--- src/rtl/calc_pkg.sv ---
// Shared encodings for the keypad calculator: FSM states, operator codes and the
// largest value a DIGITS-digit display can show.
package calc_pkg;

  typedef enum logic [1:0] {
    ENTER_A = 2'd0,
    ENTER_B = 2'd1,
    CALC    = 2'd2,
    RESULT  = 2'd3
  } state_t;

  typedef enum logic [1:0] {
    OP_ADD = 2'd0,
    OP_SUB = 2'd1,
    OP_MUL = 2'd2,
    OP_CLR = 2'd3
  } op_t;

  function automatic longint unsigned calc_maxval(input int digits);
    longint unsigned v;
    v = 1;
    for (int i = 0; i < digits; i++) v = v * 10;
    return v - 1;
  endfunction

endpackage

--- src/rtl/calc_engine_if.sv ---
// Keypad event / display bundle between the key decoder (master) and calc_engine (slave).
interface calc_engine_if #(
  parameter int DIGITS = 4
);
  logic                  digit_valid;
  logic [3:0]            digit;
  logic                  op_valid;
  logic [1:0]            op;
  logic                  eq_valid;
  logic [4*DIGITS-1:0]   disp_bcd;
  logic                  disp_neg;
  logic                  overflow;
  logic                  busy;
  logic                  result_valid;
  logic [1:0]            state;

  modport master (
    output digit_valid, digit, op_valid, op, eq_valid,
    input  disp_bcd, disp_neg, overflow, busy, result_valid, state
  );

  modport slave (
    input  digit_valid, digit, op_valid, op, eq_valid,
    output disp_bcd, disp_neg, overflow, busy, result_valid, state
  );
endinterface

--- src/rtl/bin2bcd_seq.sv ---
// Sequential double-dabble binary-to-BCD converter, one bit per cycle.
// Latency: done rises BIN_W cycles after start; drops the cycle after it is seen.
// No backpressure: start reloads, abort drops the conversion in progress.
module bin2bcd_seq #(
  parameter int BIN_W  = 14,
  parameter int DIGITS = 4
) (
  input  logic                clk,
  input  logic                rst,
  input  logic                abort,
  input  logic                start,
  input  logic [BIN_W-1:0]    bin,
  output logic                done,
  output logic [4*DIGITS-1:0] bcd
);

  localparam int CW = $clog2(BIN_W + 1);

  logic [BIN_W-1:0]    sh;
  logic [CW-1:0]       cnt;
  logic                active;
  logic [4*DIGITS-1:0] adj;

  // Add 3 to every digit >= 5 so the following left shift carries correctly.
  always_comb begin
    adj = bcd;
    for (int i = 0; i < DIGITS; i++) begin
      if (bcd[4*i +: 4] >= 4'd5) adj[4*i +: 4] = bcd[4*i +: 4] + 4'd3;
    end
  end

  always_ff @(posedge clk) begin
    if (rst || abort) begin
      sh     <= '0;
      cnt    <= '0;
      active <= 1'b0;
      bcd    <= '0;
    end else if (start) begin
      sh     <= bin;
      cnt    <= CW'(BIN_W);
      active <= 1'b1;
      bcd    <= '0;
    end else if (active) begin
      if (cnt != '0) begin
        bcd <= {adj[4*DIGITS-2:0], sh[BIN_W-1]};
        sh  <= {sh[BIN_W-2:0], 1'b0};
        cnt <= cnt - 1'b1;
      end else begin
        active <= 1'b0;
      end
    end
  end

  assign done = active && (cnt == '0);

endmodule

--- src/rtl/calc_engine.sv ---
// Keypad calculator: operand entry, add/sub/mul, sequential BCD conversion of the result.
// Latency: result_valid pulses BIN_W+2 cycles after the accepted equals key.
// No backpressure: keys other than clear are dropped while busy.
module calc_engine
  import calc_pkg::*;
#(
  parameter int DIGITS = 4,
  parameter int BIN_W  = 14
) (
  input  logic          clk,
  input  logic          rst,
  calc_engine_if.slave  kp
);

  localparam int CW = $clog2(DIGITS + 1);
  localparam int RW = 2 * BIN_W;
  localparam logic [RW-1:0] MAXV = RW'(calc_maxval(DIGITS));

  state_t              st;
  logic                conv;
  op_t                 pend;
  logic [CW-1:0]       cnt;
  logic [4*DIGITS-1:0] a_bcd, b_bcd, disp_q;
  logic [BIN_W-1:0]    a_bin, b_bin, res_bin;
  logic                res_neg, res_ovf;
  logic                neg_q, ovf_q, busy_q, rv_q;

  logic                clr, ev_eq, ev_op, dig_acc;
  op_t                 new_op;
  logic [4*DIGITS-1:0] ent_bcd_nx;
  logic [BIN_W-1:0]    ent_bin_nx;
  logic [RW-1:0]       wa, wb, alu_r;
  logic                alu_neg, alu_ovf;
  logic [BIN_W-1:0]    alu_bin;
  logic                cv_done;
  logic [4*DIGITS-1:0] cv_bcd;

  // Priority clear > eq > op > digit: only the top event present is considered.
  assign clr     = kp.op_valid && (kp.op == 2'(OP_CLR));
  assign ev_eq   = kp.eq_valid;
  assign ev_op   = !kp.eq_valid && kp.op_valid;
  assign dig_acc = !kp.eq_valid && !kp.op_valid && kp.digit_valid && (kp.digit <= 4'd9);
  assign new_op  = op_t'(kp.op);

  assign ent_bcd_nx = ((st == ENTER_A ? a_bcd : b_bcd) << 4) | (4*DIGITS)'(kp.digit);
  assign ent_bin_nx = (st == ENTER_A ? a_bin : b_bin) * BIN_W'(10) + BIN_W'(kp.digit);

  always_comb begin
    wa      = RW'(a_bin);
    wb      = RW'(b_bin);
    alu_neg = 1'b0;
    alu_r   = wa + wb;
    case (pend)
      OP_SUB: begin
        if (wa < wb) begin
          alu_r   = wb - wa;
          alu_neg = 1'b1;
        end else begin
          alu_r   = wa - wb;
        end
      end
      OP_MUL:  alu_r = wa * wb;
      default: alu_r = wa + wb;
    endcase
    alu_ovf = alu_r > MAXV;
    alu_bin = alu_ovf ? '0 : alu_r[BIN_W-1:0];
  end

  bin2bcd_seq #(.BIN_W(BIN_W), .DIGITS(DIGITS)) u_conv (
    .clk   (clk),
    .rst   (rst),
    .abort (clr),
    .start (st == CALC && !conv),
    .bin   (alu_bin),
    .done  (cv_done),
    .bcd   (cv_bcd)
  );

  always_ff @(posedge clk) begin
    if (rst || clr) begin
      st      <= ENTER_A;
      conv    <= 1'b0;
      pend    <= OP_ADD;
      cnt     <= '0;
      a_bcd   <= '0;
      a_bin   <= '0;
      b_bcd   <= '0;
      b_bin   <= '0;
      res_bin <= '0;
      res_neg <= 1'b0;
      res_ovf <= 1'b0;
      disp_q  <= '0;
      neg_q   <= 1'b0;
      ovf_q   <= 1'b0;
      busy_q  <= 1'b0;
      rv_q    <= 1'b0;
    end else begin
      rv_q <= 1'b0;
      case (st)
        ENTER_A, ENTER_B: begin
          if (st == ENTER_B && ev_eq) begin
            st     <= CALC;
            busy_q <= 1'b1;
          end else if (ev_op) begin
            // In ENTER_B an operator only replaces the pending one before B is started.
            if (st == ENTER_A || cnt == '0) pend <= new_op;
            if (st == ENTER_A) begin
              cnt    <= '0;
              b_bcd  <= '0;
              b_bin  <= '0;
              disp_q <= '0;
              st     <= ENTER_B;
            end
          end else if (dig_acc && cnt < CW'(DIGITS)) begin
            cnt    <= cnt + 1'b1;
            disp_q <= ent_bcd_nx;
            if (st == ENTER_A) begin
              a_bcd <= ent_bcd_nx;
              a_bin <= ent_bin_nx;
            end else begin
              b_bcd <= ent_bcd_nx;
              b_bin <= ent_bin_nx;
            end
          end
        end
        CALC: begin
          if (!conv) begin
            conv    <= 1'b1;
            res_bin <= alu_bin;
            res_neg <= alu_neg;
            res_ovf <= alu_ovf;
          end else if (cv_done) begin
            conv   <= 1'b0;
            busy_q <= 1'b0;
            disp_q <= cv_bcd;
            neg_q  <= res_neg;
            ovf_q  <= res_ovf;
            rv_q   <= 1'b1;
            st     <= RESULT;
          end
        end
        RESULT: begin
          if (ev_eq) begin
            st <= RESULT;
          end else if (ev_op) begin
            if (!neg_q && !ovf_q) begin
              a_bin  <= res_bin;
              a_bcd  <= disp_q;
              pend   <= new_op;
              cnt    <= '0;
              b_bcd  <= '0;
              b_bin  <= '0;
              disp_q <= '0;
              st     <= ENTER_B;
            end
          end else if (dig_acc) begin
            a_bcd  <= (4*DIGITS)'(kp.digit);
            a_bin  <= BIN_W'(kp.digit);
            cnt    <= CW'(1);
            disp_q <= (4*DIGITS)'(kp.digit);
            neg_q  <= 1'b0;
            ovf_q  <= 1'b0;
            st     <= ENTER_A;
          end
        end
        default: st <= ENTER_A;
      endcase
    end
  end

  assign kp.disp_bcd     = disp_q;
  assign kp.disp_neg     = neg_q;
  assign kp.overflow     = ovf_q;
  assign kp.busy         = busy_q;
  assign kp.result_valid = rv_q;
  assign kp.state        = st;

endmodule

--- src/flat_wrapper.sv ---
// flat-port wrapper written by rule: the top's interface ports become plain ports
module calc_engine_flat import calc_pkg::*;
#(
  parameter int DIGITS = 4,
  parameter int BIN_W  = 14
)
  (clk, rst, kp_digit_valid, kp_digit, kp_op_valid, kp_op, kp_eq_valid, kp_disp_bcd, kp_disp_neg, kp_overflow, kp_busy, kp_result_valid, kp_state);
  calc_engine_if #(.DIGITS(DIGITS)) kp_i ();
  input  logic clk;
  input  logic rst;
  input wire logic [$bits(kp_i.digit_valid)-1:0] kp_digit_valid;
  input wire logic [$bits(kp_i.digit)-1:0] kp_digit;
  input wire logic [$bits(kp_i.op_valid)-1:0] kp_op_valid;
  input wire logic [$bits(kp_i.op)-1:0] kp_op;
  input wire logic [$bits(kp_i.eq_valid)-1:0] kp_eq_valid;
  output wire logic [$bits(kp_i.disp_bcd)-1:0] kp_disp_bcd;
  output wire logic [$bits(kp_i.disp_neg)-1:0] kp_disp_neg;
  output wire logic [$bits(kp_i.overflow)-1:0] kp_overflow;
  output wire logic [$bits(kp_i.busy)-1:0] kp_busy;
  output wire logic [$bits(kp_i.result_valid)-1:0] kp_result_valid;
  output wire logic [$bits(kp_i.state)-1:0] kp_state;
  assign kp_i.digit_valid = kp_digit_valid;
  assign kp_i.digit = kp_digit;
  assign kp_i.op_valid = kp_op_valid;
  assign kp_i.op = kp_op;
  assign kp_i.eq_valid = kp_eq_valid;
  assign kp_disp_bcd = kp_i.disp_bcd;
  assign kp_disp_neg = kp_i.disp_neg;
  assign kp_overflow = kp_i.overflow;
  assign kp_busy = kp_i.busy;
  assign kp_result_valid = kp_i.result_valid;
  assign kp_state = kp_i.state;
  calc_engine #(.DIGITS(DIGITS), .BIN_W(BIN_W)) u_core (.clk(clk), .rst(rst), .kp(kp_i));
endmodule
--- config.mk ---
export PLATFORM = sky130hd
export DESIGN_NAME = calc_engine_flat
export DESIGN_NICKNAME = d
export VERILOG_FILES = /design/src/rtl/calc_pkg.sv /design/src/rtl/calc_engine_if.sv /design/src/rtl/bin2bcd_seq.sv /design/src/rtl/calc_engine.sv /design/src/flat_wrapper.sv
export SDC_FILE = /design/constraint.sdc
export NUM_CORES = 1
export LEC_CHECK = 0
export CORE_MARGIN = 4
export CORE_UTILIZATION = 55
export DETAILED_ROUTE_END_ITERATION = 6
export DONT_BUFFER_PORTS = 1
export PLACE_DENSITY = 0.7
export SLEW_MARGIN = 0
export SYNTH_ARGS = -nofsm -noshare
export SYNTH_HDL_FRONTEND = slang
export SYNTH_SLANG_ARGS = --single-unit
export TNS_END_PERCENT = 5
--- constraint.sdc ---
create_clock -name clk -period 9.5 [get_ports clk]
set_input_delay 1.425 -clock clk [delete_from_list [all_inputs] [get_ports clk]]
set_output_delay 1.425 -clock clk [all_outputs]
set_load 0.005 [all_outputs]
### After elaboration in Yosys (flattened, before gate mapping)

Index checks and enable logic that the tools add are counted.
Widths: inputs -> output; s select.

| word-level totals | value |
|---|---|
| bits in registers | 131 |
| bits in latches | 0 |
| bits in writable memories | 0 |
| ROM bits | 0 |
| input bits | 11 |
| memories | 0 |

| operators by class | value |
|---|---|
| add/sub/neg operators | 10 |
| multiply operators | 2 |
| div/mod/pow operators | 0 |
| magnitude comparators | 8 |
| equal/unequal tests | 29 |
| shifts and indexed selects | 0 |
| mux-type cells | 106 |
| bitwise operators | 3 |
| reduce and logical (&&, ||, !) cells | 40 |

Operator list:

| operator | count |
|---|---|
| $mux 14 | 21 |
| $mux 12 | 14 |
| $mux 16 | 10 |
| $pmux 14 s2 | 2 |
| $pmux 28 s2 | 1 |
| $pmux 12 s2 | 2 |
| $pmux 16 s3 | 1 |
| $mux 2 | 15 |
| $sub 14x14->15 | 2 |
| $gt 28x14->1 const B | 1 |
| $mul 14x14->28 | 1 |
| $mux 28 | 1 |
| $mux 3 | 9 |
| $mux 4 | 6 |
| $reduce_and 8->1 | 3 |
| $ne 2x1->1 const B | 10 |
| $mux 1 | 18 |
| $ge 4x3->1 const B | 4 |
| $or 16x4->16 | 1 |
| $add 14x14->15 | 1 |
| $add 14x4->14 | 1 |
| $lt 14x14->1 | 1 |
| $mul 14x3->13 const B | 1 |
| $reduce_and 7->1 | 2 |
| 32 further kinds | 70 |

### Logic depth before layout (Yosys ltp)

Gate-level depths: netlist of the first run.

| logic depth | value |
|---|---|
| depth after elaboration | 9 |
| depth in mapped cells | 28 |

### Cells and area by module

From an unflattened synthesis of the first run, not the netlist that was laid out.

| unflattened totals | value |
|---|---|
| cells, all modules | 2014 |
| area total of the unflattened synthesis | 15762.6 µm² |

By module, submodules not included:

| module | instances | cells an instance | area an instance (µm²) |
|---|---|---|---|
| calc_engine | 1 | 1797 | 13905.8 |
| bin2bcd_seq | 1 | 217 | 1856.8 |

### Least setup slack after synthesis of the first run

Ideal clock, no wire load.

| timing path | value |
|---|---|
| kind | reg2reg |
| start point | register u_core.b_bin[4] |
| end point | register u_core.u_conv.sh[7] |
| library setup time | 0.074 ns |
| arrival time | 6.586 ns |
| data required time | 9.426 ns |
| setup slack | 2.840 ns |
| cell stages (with the launch flop) | 26 |
| path buffers | 2 |
| cells stage by stage | dfxtp_1 -> inv_1 -> clkbuf_1 -> nor2_1 -> fa_1 -> inv_1 -> fa_1 -> inv_1 -> fa_1 -> fa_1 -> fa_1 -> inv_1 -> fa_1 -> inv_1 -> ha_1 -> a21o_1 -> a221oi_1 -> o2bb2ai_1 -> a2111oi_0 -> o311ai_1 -> nor3_1 -> nand4_1 -> o31ai_4 -> o211ai_4 -> buf_6 -> o22ai_2 |

| on the way | value |
|---|---|
| cells in the longest elaborated chain, start to end | 6 |
| elaborated cells on any way between the ends | 10 |

RTL lines:

| element | RTL line | text |
|---|---|---|
| from (decl) | calc_engine.sv:24 | `logic [BIN_W-1:0] a_bin, b_bin, res_bin;` |
| from (signal assigned) | calc_engine.sv:122 | `b_bin <= ent_bin_nx;` |
| branches (longest 2 deep; another with $mul 14x14->28) | - |  |
| $pmux 28 s2 (*) | calc_engine.sv:53 | `case (pend)` |
| $gt 28x14->1 | calc_engine.sv:65 | `alu_ovf = alu_r > MAXV;` |
| $mux 14 (*) | calc_engine.sv:66 | `alu_bin = alu_ovf ? '0 : alu_r[BIN_W-1:0];` |
| $mux 14 (*) | bin2bcd_seq.sv:38 | `end else if (start) begin` |
| to (signal assigned) | bin2bcd_seq.sv:39 | `sh <= bin;` |
| to (signal assigned) | bin2bcd_seq.sv:46 | `sh <= {sh[BIN_W-2:0], 1'b0};` |
| to (decl) | bin2bcd_seq.sv:19 | `logic [BIN_W-1:0] sh;` |

Mark *: on every way between the ends.
A chain may end at the register's enable or synchronous reset.

### Final worst setup path of the first run

| timing path | value |
|---|---|
| start point | register u_core.a_bin[4] |
| end point | register u_core.res_ovf |

| on the way | value |
|---|---|
| cells in the longest elaborated chain, start to end | 4 |
| elaborated cells on any way between the ends | 8 |

RTL lines:

| element | RTL line | text |
|---|---|---|
| from (decl) | calc_engine.sv:24 |  |
| from (signal assigned) | calc_engine.sv:119 | `a_bin <= ent_bin_nx;` |
| from (signal assigned) | calc_engine.sv:147 | `a_bin <= res_bin;` |
| from (signal assigned) | calc_engine.sv:158 | `a_bin <= BIN_W'(kp.digit);` |
| branches (longest 2 deep; another with $mul 14x14->28) | - |  |
| $pmux 28 s2 (*) | calc_engine.sv:53 |  |
| $gt 28x14->1 (*) | calc_engine.sv:65 |  |
| to (signal assigned) | calc_engine.sv:131 | `res_ovf <= alu_ovf;` |
| to (decl) | calc_engine.sv:25 | `logic res_neg, res_ovf;` |

Marks and branches as above.

==> results of run 1 <==
-- state kept, by name, indices dropped and copies added, names as in the netlist --
| name | cells |
|---|---|
| u_core.u_conv.active | 1 |
| u_core.res_ovf | 1 |
| u_core.kp.disp_neg | 1 |
| u_core.conv | 1 |
| u_core.a_bcd | 12 |
| u_core.res_neg | 1 |
| u_core.kp.busy | 1 |
| u_core.u_conv.cnt | 4 |
| u_core.res_bin | 14 |
| u_core.b_bin | 14 |
| u_core.kp.state | 2 |
| u_core.cnt | 3 |
| u_core.b_bcd | 11 |
| u_core.u_conv.sh | 14 |
| u_core.a_bin | 14 |
| u_core.kp.overflow | 1 |
| u_core.kp.result_valid | 1 |
| u_core.u_conv.bcd | 16 |
| u_core.kp.disp_bcd | 16 |
| u_core.pend | 2 |
-- routing by layer --
layer	part of all wire (%)	vias to the layer above	track usage (%)
li1	-	6661	-
met1	42	6936	40.8
met2	49	581	54.1
met3	6.9	97	4.40
met4	2.8	0	8.93
met5	0	-	0
-- cell type report --
class,count,area [um^2]
flip-flops and latches,130,2600
clock buffers,17,425
fillers,2623,11500
repair buffers,15,113
well taps,378,473
inverters,242,908
clock inverters,15,158
multi-input cells,1560,11800
-- critical path, delay by kind of cell (launching register included) --
| family | cells | cell delay, ns |
|---|---|---|
| flip-flops | 1 | 0.66 |
| adder cells (fa/ha/maj) | 7 | 3.33 |
| AND/OR/NAND/NOR | 3 | 0.67 |
| buffers and inverters | 5 | 0.85 |
| AO/OA/AOI/OAI | 8 | 2.66 |
-- stage by stage --
stage | util [%] | hold WS, ns | std cells | cell area (um^2)
after floorplan | - | 0.425 | 2037 | 15700
after global placement | 56.8 | 0.444 | 2325 | 15900
after detailed placement | 56.8 | 0.452 | 2325 | 15900
after CTS | 58.8 | 0.461 | 2357 | 16500
after global routing | 58.8 | 0.507 | 2357 | 16500
final | 58.8 | 0.459 | 2357 | 16500
-- cells by family (layout without fill, tap and decap cells) --
kind of cell | Yosys count | count (layout) | share of synthesized area [%]
mux | 24 | 24 | 1.54
compound gates | 487 | 487 | 19.6
buf+inv | 347 | 289 | 8.55
fa+ha+maj | 316 | 316 | 32.1
xor+xnor | 61 | 61 | 3.40
flops | 130 | 130 | 16.6
simple gates | 672 | 672 | 18.2
-- worst max path at each step --
stage                                                  end  cells after the start
after floorplan           u_core.u_conv.sh[7]$_SDFFE_PP0P_                     25
after global placement         u_core.res_ovf$_SDFFE_PP0P_                     23
after detailed placement       u_core.res_ovf$_SDFFE_PP0P_                     23
after CTS                      u_core.res_ovf$_SDFFE_PP0P_                     23
after global routing        u_core.res_bin[1]$_SDFFE_PP0P_                     23
final                          u_core.res_ovf$_SDFFE_PP0P_                     23
-- cell usage in the layout (no fill, tap or decap), drive strengths merged, types with 14 or more instances in the layout --
| cell type | count |
|---|---|
| nor3 | 37 |
| a22oi | 14 |
| nand2 | 238 |
| clkinv | 16 |
| xor2 | 20 |
| o21ai | 125 |
| a21o | 20 |
| buf | 15 |
| xnor2 | 41 |
| ha | 170 |
| o211ai | 16 |
| o22ai | 16 |
| a21oi | 180 |
| fa | 146 |
| nand3 | 27 |
| a211oi | 19 |
| a31oi | 15 |
| dfxtp | 130 |
| clkbuf | 17 |
| nand2b | 24 |
| nor2 | 283 |
| mux2i | 22 |
| inv | 240 |
-- power by group through the flow --
stage / Clock (W) / Sequential [W] / Combinational, W
4_1_cts: 0.000660 / 0.000582 / 0.000327
3_5_place_dp: 0 / 0.000594 / 0.000325
3_3_place_gp: 0 / 0.000594 / 0.000323
2_1_floorplan: 0 / 0.000579 / 0.000256
5_1_grt: 0.000683 / 0.000584 / 0.000364
6_report: 0.000650 / 0.000583 / 0.000332
==> impl_metrics.tcl, run 1 <==
set metrics [dict create \
    crit_path_max_incr_delay_ns 0.66 \
    yosysSeqAreaShare_pct 16.6 \
    hold_viol_final 0 \
    fin_skew_ns 0.0129 \
    synth_area_leaders "fa_1 19%, dfxtp_1 17%, ha_1 14%" \
    area_delta_synth_final_pct 4.84 \
    worst_pin_slew_ns 0.982 \
    r2r_slack_ns 1.19 \
    hold_buffers 0 \
    overflow 0 \
    ys_ff_latch 130 \
    fin_crit_sh_pct 87.4 \
    rr_worst_depth 23 \
    startpoint "u_core.a_bin[4]$_SDFFE_PP0P_" \
    total_power_w 0.00157 \
    synth_common_cells "283 x nor2_1, 237 x nand2_1, 227 x inv_1" \
    async_flop_share_pct 0 \
    p_comb_share_pct 21.2 \
    endpoint_kind "flip-flop" \
    io_pins 33 \
    critPathArrivalTime_ns 8.62 \
    layout_setup_ws_ns 1.19 \
    synth.distinct_cells 84 \
    drive_gt1_share_pct 4.70 \
    grt_pass1_vias 13952 \
    place.port_buffers 0 \
    drtIter0Drc 1161 \
    die_area_mm2 0.0313 \
    hold_end "u_core.res_neg$_SDFFE_PP0P_" \
    hold_start "u_core.res_neg$_SDFFE_PP0P_" \
    avgSynthCellArea_um2 7.72 \
    drv_slew 0 \
    cts_buffers 17 \
    path_cells "clkinv_1 > nor2_1 > fa_1 > inv_1 > fa_1 > inv_1 > fa_1 > fa_1 > fa_1 > inv_1 > fa_1 > inv_1 > ha_1 > a21o_1 > a221oi_1 > o2bb2ai_1 > a2111oi_0 > o311ai_1 > nor3_1 > nand4_1 > o31ai_4 > o211ai_4 > o211a_1" \
    post-cts-setup-buffers 0 \
    min_path_cells 2 \
    rsz0062_at_grt "no" \
    p_switching_w 0.000544 \
    relSlewSlack_pct 34.4 \
    cp_data_required_time_ns 9.82 \
    htree_levels 4 \
    cap_violations 0 \
    synthFlopType "dfxtp_1" \
    ys_warn_count 0 \
    seq_power_share_pct 37.2 \
    ant_nets 0 \
    root_buffer "clkbuf_16" \
    min_period_ns 8.31 \
    p_clk_share_pct 41.6 \
    yosysMostFrequentCell "nor2_1" \
    syn_inst 2037 \
    powerDensity_mw_per_mm2 95.0 \
    worst_path_max_delay_cell "dfxtp_1" \
    die_h_um 177 \
    clk_latency_ns 0.43 \
    synth_edf_count 0 \
    netlist.area_leader.share_pct 18.6 \
    tns_ns 0 \
    synth_nets 2364 \
    gp_congestion 0.953 \
    post-place-ws_ns 1.30 \
    final_nets 2293 \
    grt_pass1_wl_mm 77.2 \
    crit_fanout 22 \
    fmax_ghz 0.120 \
    p_sw_share_pct 34.8 \
    hold_class "flip-flop to flip-flop" \
    initial_core_util_pct 56.1 \
    place_hpwl_mm 38.4 \
    synth_top_area_cell "fa_1" \
    antenna_found_initial 0 \
    crit_type "flip-flop to flip-flop" \
    die_w_um 177 \
    leakage_nw 7.47 \
    num_vias 14275 \
    num_antenna_cells 0 \
    crit_top_cell "fa_1" \
    grtUsageTotal_pct 31.2 \
    start_kind "flip-flop" \
    clock-sinks 130 \
    wl_per_cell_um 20.7 \
    clk_pin_slew_ns 0.07 \
    syn_area_mm2 0.0157 \
    core_mm2 0.0280 \
    finalSetupViolCount 0 \
    clockBufferDepth 2 \
    vias_per_cell 6.06 \
    rows 61 \
    grt_max_degree 79 \
    timing.rr.end "u_core.res_ovf$_SDFFE_PP0P_" \
    wirelength_mm 48.8 \
    vdd_ir_drop_max_uv 158 \
    cts_tree "yes" \
    first_pass_iters 7 \
    outcome "finished, final reports clean" \
    drcViolationCount 0 \
    cts_resized 0 \
    crit-reg2reg-launch "u_core.a_bin[4]$_SDFFE_PP0P_" \
    p_int_w 0.00102 \
]
No activity file was read; power rests on OpenSTA's default activity.
==> run 2: changes to the inputs <==
Settings changed: SKIP_CTS_REPAIR_TIMING set to 1.
==> results of run 2 <==
No change in the layout: final DEF, timing and power equal those of run 1.
==> run 3: changes to the inputs <==
Settings changed: CORE_UTILIZATION 55 to 50, PLACE_DENSITY 0.7 to not set.
==> impl_metrics.tcl, run 3 (synthesis results as in run 1) <==
set metrics [dict create \
    outcome "finished, final reports clean" \
    path_cells "clkinv_1 > nor2_1 > fa_1 > inv_1 > fa_1 > inv_1 > fa_1 > fa_1 > fa_1 > inv_1 > fa_1 > inv_1 > ha_1 > a21o_1 > a221oi_1 > o2bb2ai_1 > a2111oi_0 > o311ai_1 > nor3_1 > nand4_1 > o31ai_4 > o211ai_4 > o211a_1" \
    powerDensity_mw_per_mm2 94.5 \
    crit_type "flip-flop to flip-flop" \
    overflow 0 \
    fin_crit_sh_pct 87.5 \
    relSlewSlack_pct 22.0 \
    die_w_um 185 \
    fillers 2995 \
    globalRouteMet3Util_pct 4.07 \
    post-place-ws_ns 1.25 \
    crit_family "adder cells" \
    wirelength_mm 50.5 \
    io_pins 33 \
    grt_pass1_vias 14211 \
    gr-usage-met1_pct 38.8 \
    p_sw_share_pct 33.5 \
    crit_fanout 22 \
    clk_pin_slew_ns 0.06 \
    p_comb_share_pct 21.5 \
    leakage_nw 7.45 \
    drtIter0Drc 1142 \
    cts_buffers 17 \
    htree_levels 4 \
    initial_core_util_pct 51.0 \
    drcViolationCount 0 \
    core_mm2 0.0308 \
    grt_pass1_wl_mm 80.7 \
    num_vias 14174 \
    worst_path_max_delay_cell "dfxtp_1" \
    wl_per_cell_um 21.3 \
    grt_max_degree 60 \
    antenna_found_initial 0 \
    cp_num_buf_inv 5 \
    drive_gt1_share_pct 4.70 \
    grt-busiest-layer "met2" \
    seq_power_share_pct 37.5 \
    endpoint_kind "flip-flop" \
    final_nets 2292 \
    clock-sinks 130 \
    mostFrequentLayoutCells "281 x nor2_1, 237 x nand2_1, 227 x inv_1, 176 x a21oi_1, 170 x ha_1" \
    grtUsageTotal_pct 30.0 \
    tns_ns 0 \
    hold_viol_final 0 \
    area_delta_synth_final_pct 4.91 \
    root_buffer "clkbuf_16" \
    critPathArrivalTime_ns 8.63 \
    cp_data_required_time_ns 9.82 \
    layout_setup_ws_ns 1.19 \
    rows 64 \
    use_met2_pct 51.9 \
    min_period_ns 8.31 \
    crit_top_cell "fa_1" \
    die_area_mm2 0.0343 \
    vdd_ir_drop_max_uv 144 \
    worst_pin_slew_ns 1.17 \
    clockBufferDepth 2 \
    final_common_cell "nor2_1" \
    clk_latency_ns 0.43 \
    hold_class "flip-flop to flip-flop" \
    cts_tree "yes" \
    place.port_buffers 0 \
    crit_path_max_incr_delay_ns 0.69 \
    ant_nets 0 \
    gp_congestion 0.961 \
    die_h_um 185 \
    fmax_ghz 0.120 \
    hold-worst-slack_ns 0.470 \
    p_clk_share_pct 41.0 \
    num_antenna_cells 0 \
    start_kind "flip-flop" \
    cap_violations 0 \
    rsz0062_at_grt "no" \
    first_pass_iters 6 \
    vias_per_cell 5.97 \
    p_int_w 0.00104 \
    p_switching_w 0.000522 \
    drv_slew 0 \
    fin_skew_ns 0.0111 \
    finalSetupViolCount 0 \
    place_hpwl_mm 39.7 \
]
[run 3: final cells by class]
class / instances / area, um^2 / share of cell area, %
Inverter: 242 / 908 / 5.51
Clock buffer: 17 / 425 / 2.58
Clock inverter: 15 / 144 / 0.873
Timing Repair Buffer: 14 / 105 / 0.637
Tap cell: 396 / 495 / 3.00
Sequential cell: 130 / 2600 / 15.8
Multi-Input combinational cell: 1560 / 11800 / 71.6
[run 3: stage by stage]
stage / cell area (um^2) / total power, W / std cells / util (%)
after floorplan: 15700 / 0.000835 / 2037 / -
after global placement: 15900 / 0.000922 / 2342 / 51.6
after detailed placement: 15900 / 0.000923 / 2342 / 51.6
after CTS: 16500 / 0.00156 / 2374 / 53.5
after global routing: 16500 / 0.00162 / 2374 / 53.5
final: 16500 / 0.00156 / 2374 / 53.5
[run 3: layer usage]
layer  part of all wire, %  vias to the layer above
met3                   5.5                       98
met1                    42                     6959
li1                      -                     6638
met2                    49                      479
met5                     0                        -
met4                   3.1                        0
[run 3: worst min-delay path, stage by stage (launching register included)]
cell and delay [ns]:
dfxtp_1 0.32, nand2_1 0.06, a21oi_1 0.05
[run 3: worst paths after layout]
check | from | endpoint | slack (ns) | cells past startpoint
worst min register to register | u_core.u_conv.sh[13]$_SDFFE_PP0P_ | u_core.u_conv.bcd[0]$_SDFFE_PP0P_ | 0.47 | 2
worst min-delay path | u_core.u_conv.sh[13]$_SDFFE_PP0P_ | u_core.u_conv.bcd[0]$_SDFFE_PP0P_ | 0.47 | 2
worst max register to register | u_core.b_bin[9]$_SDFFE_PP0P_ | u_core.res_ovf$_SDFFE_PP0P_ | 1.19 | 23
worst max-delay path | u_core.b_bin[9]$_SDFFE_PP0P_ | u_core.res_ovf$_SDFFE_PP0P_ | 1.19 | 23
[run 3: power groups by stage]
stage          clock network [W]  logic, W  registers, W
4_1_cts                 0.000649  0.000328      0.000584
3_3_place_gp                   0  0.000326      0.000596
6_report                0.000638  0.000335      0.000584
5_1_grt                 0.000673  0.000366      0.000586
3_5_place_dp                   0  0.000327      0.000596
2_1_floorplan                  0  0.000256      0.000579
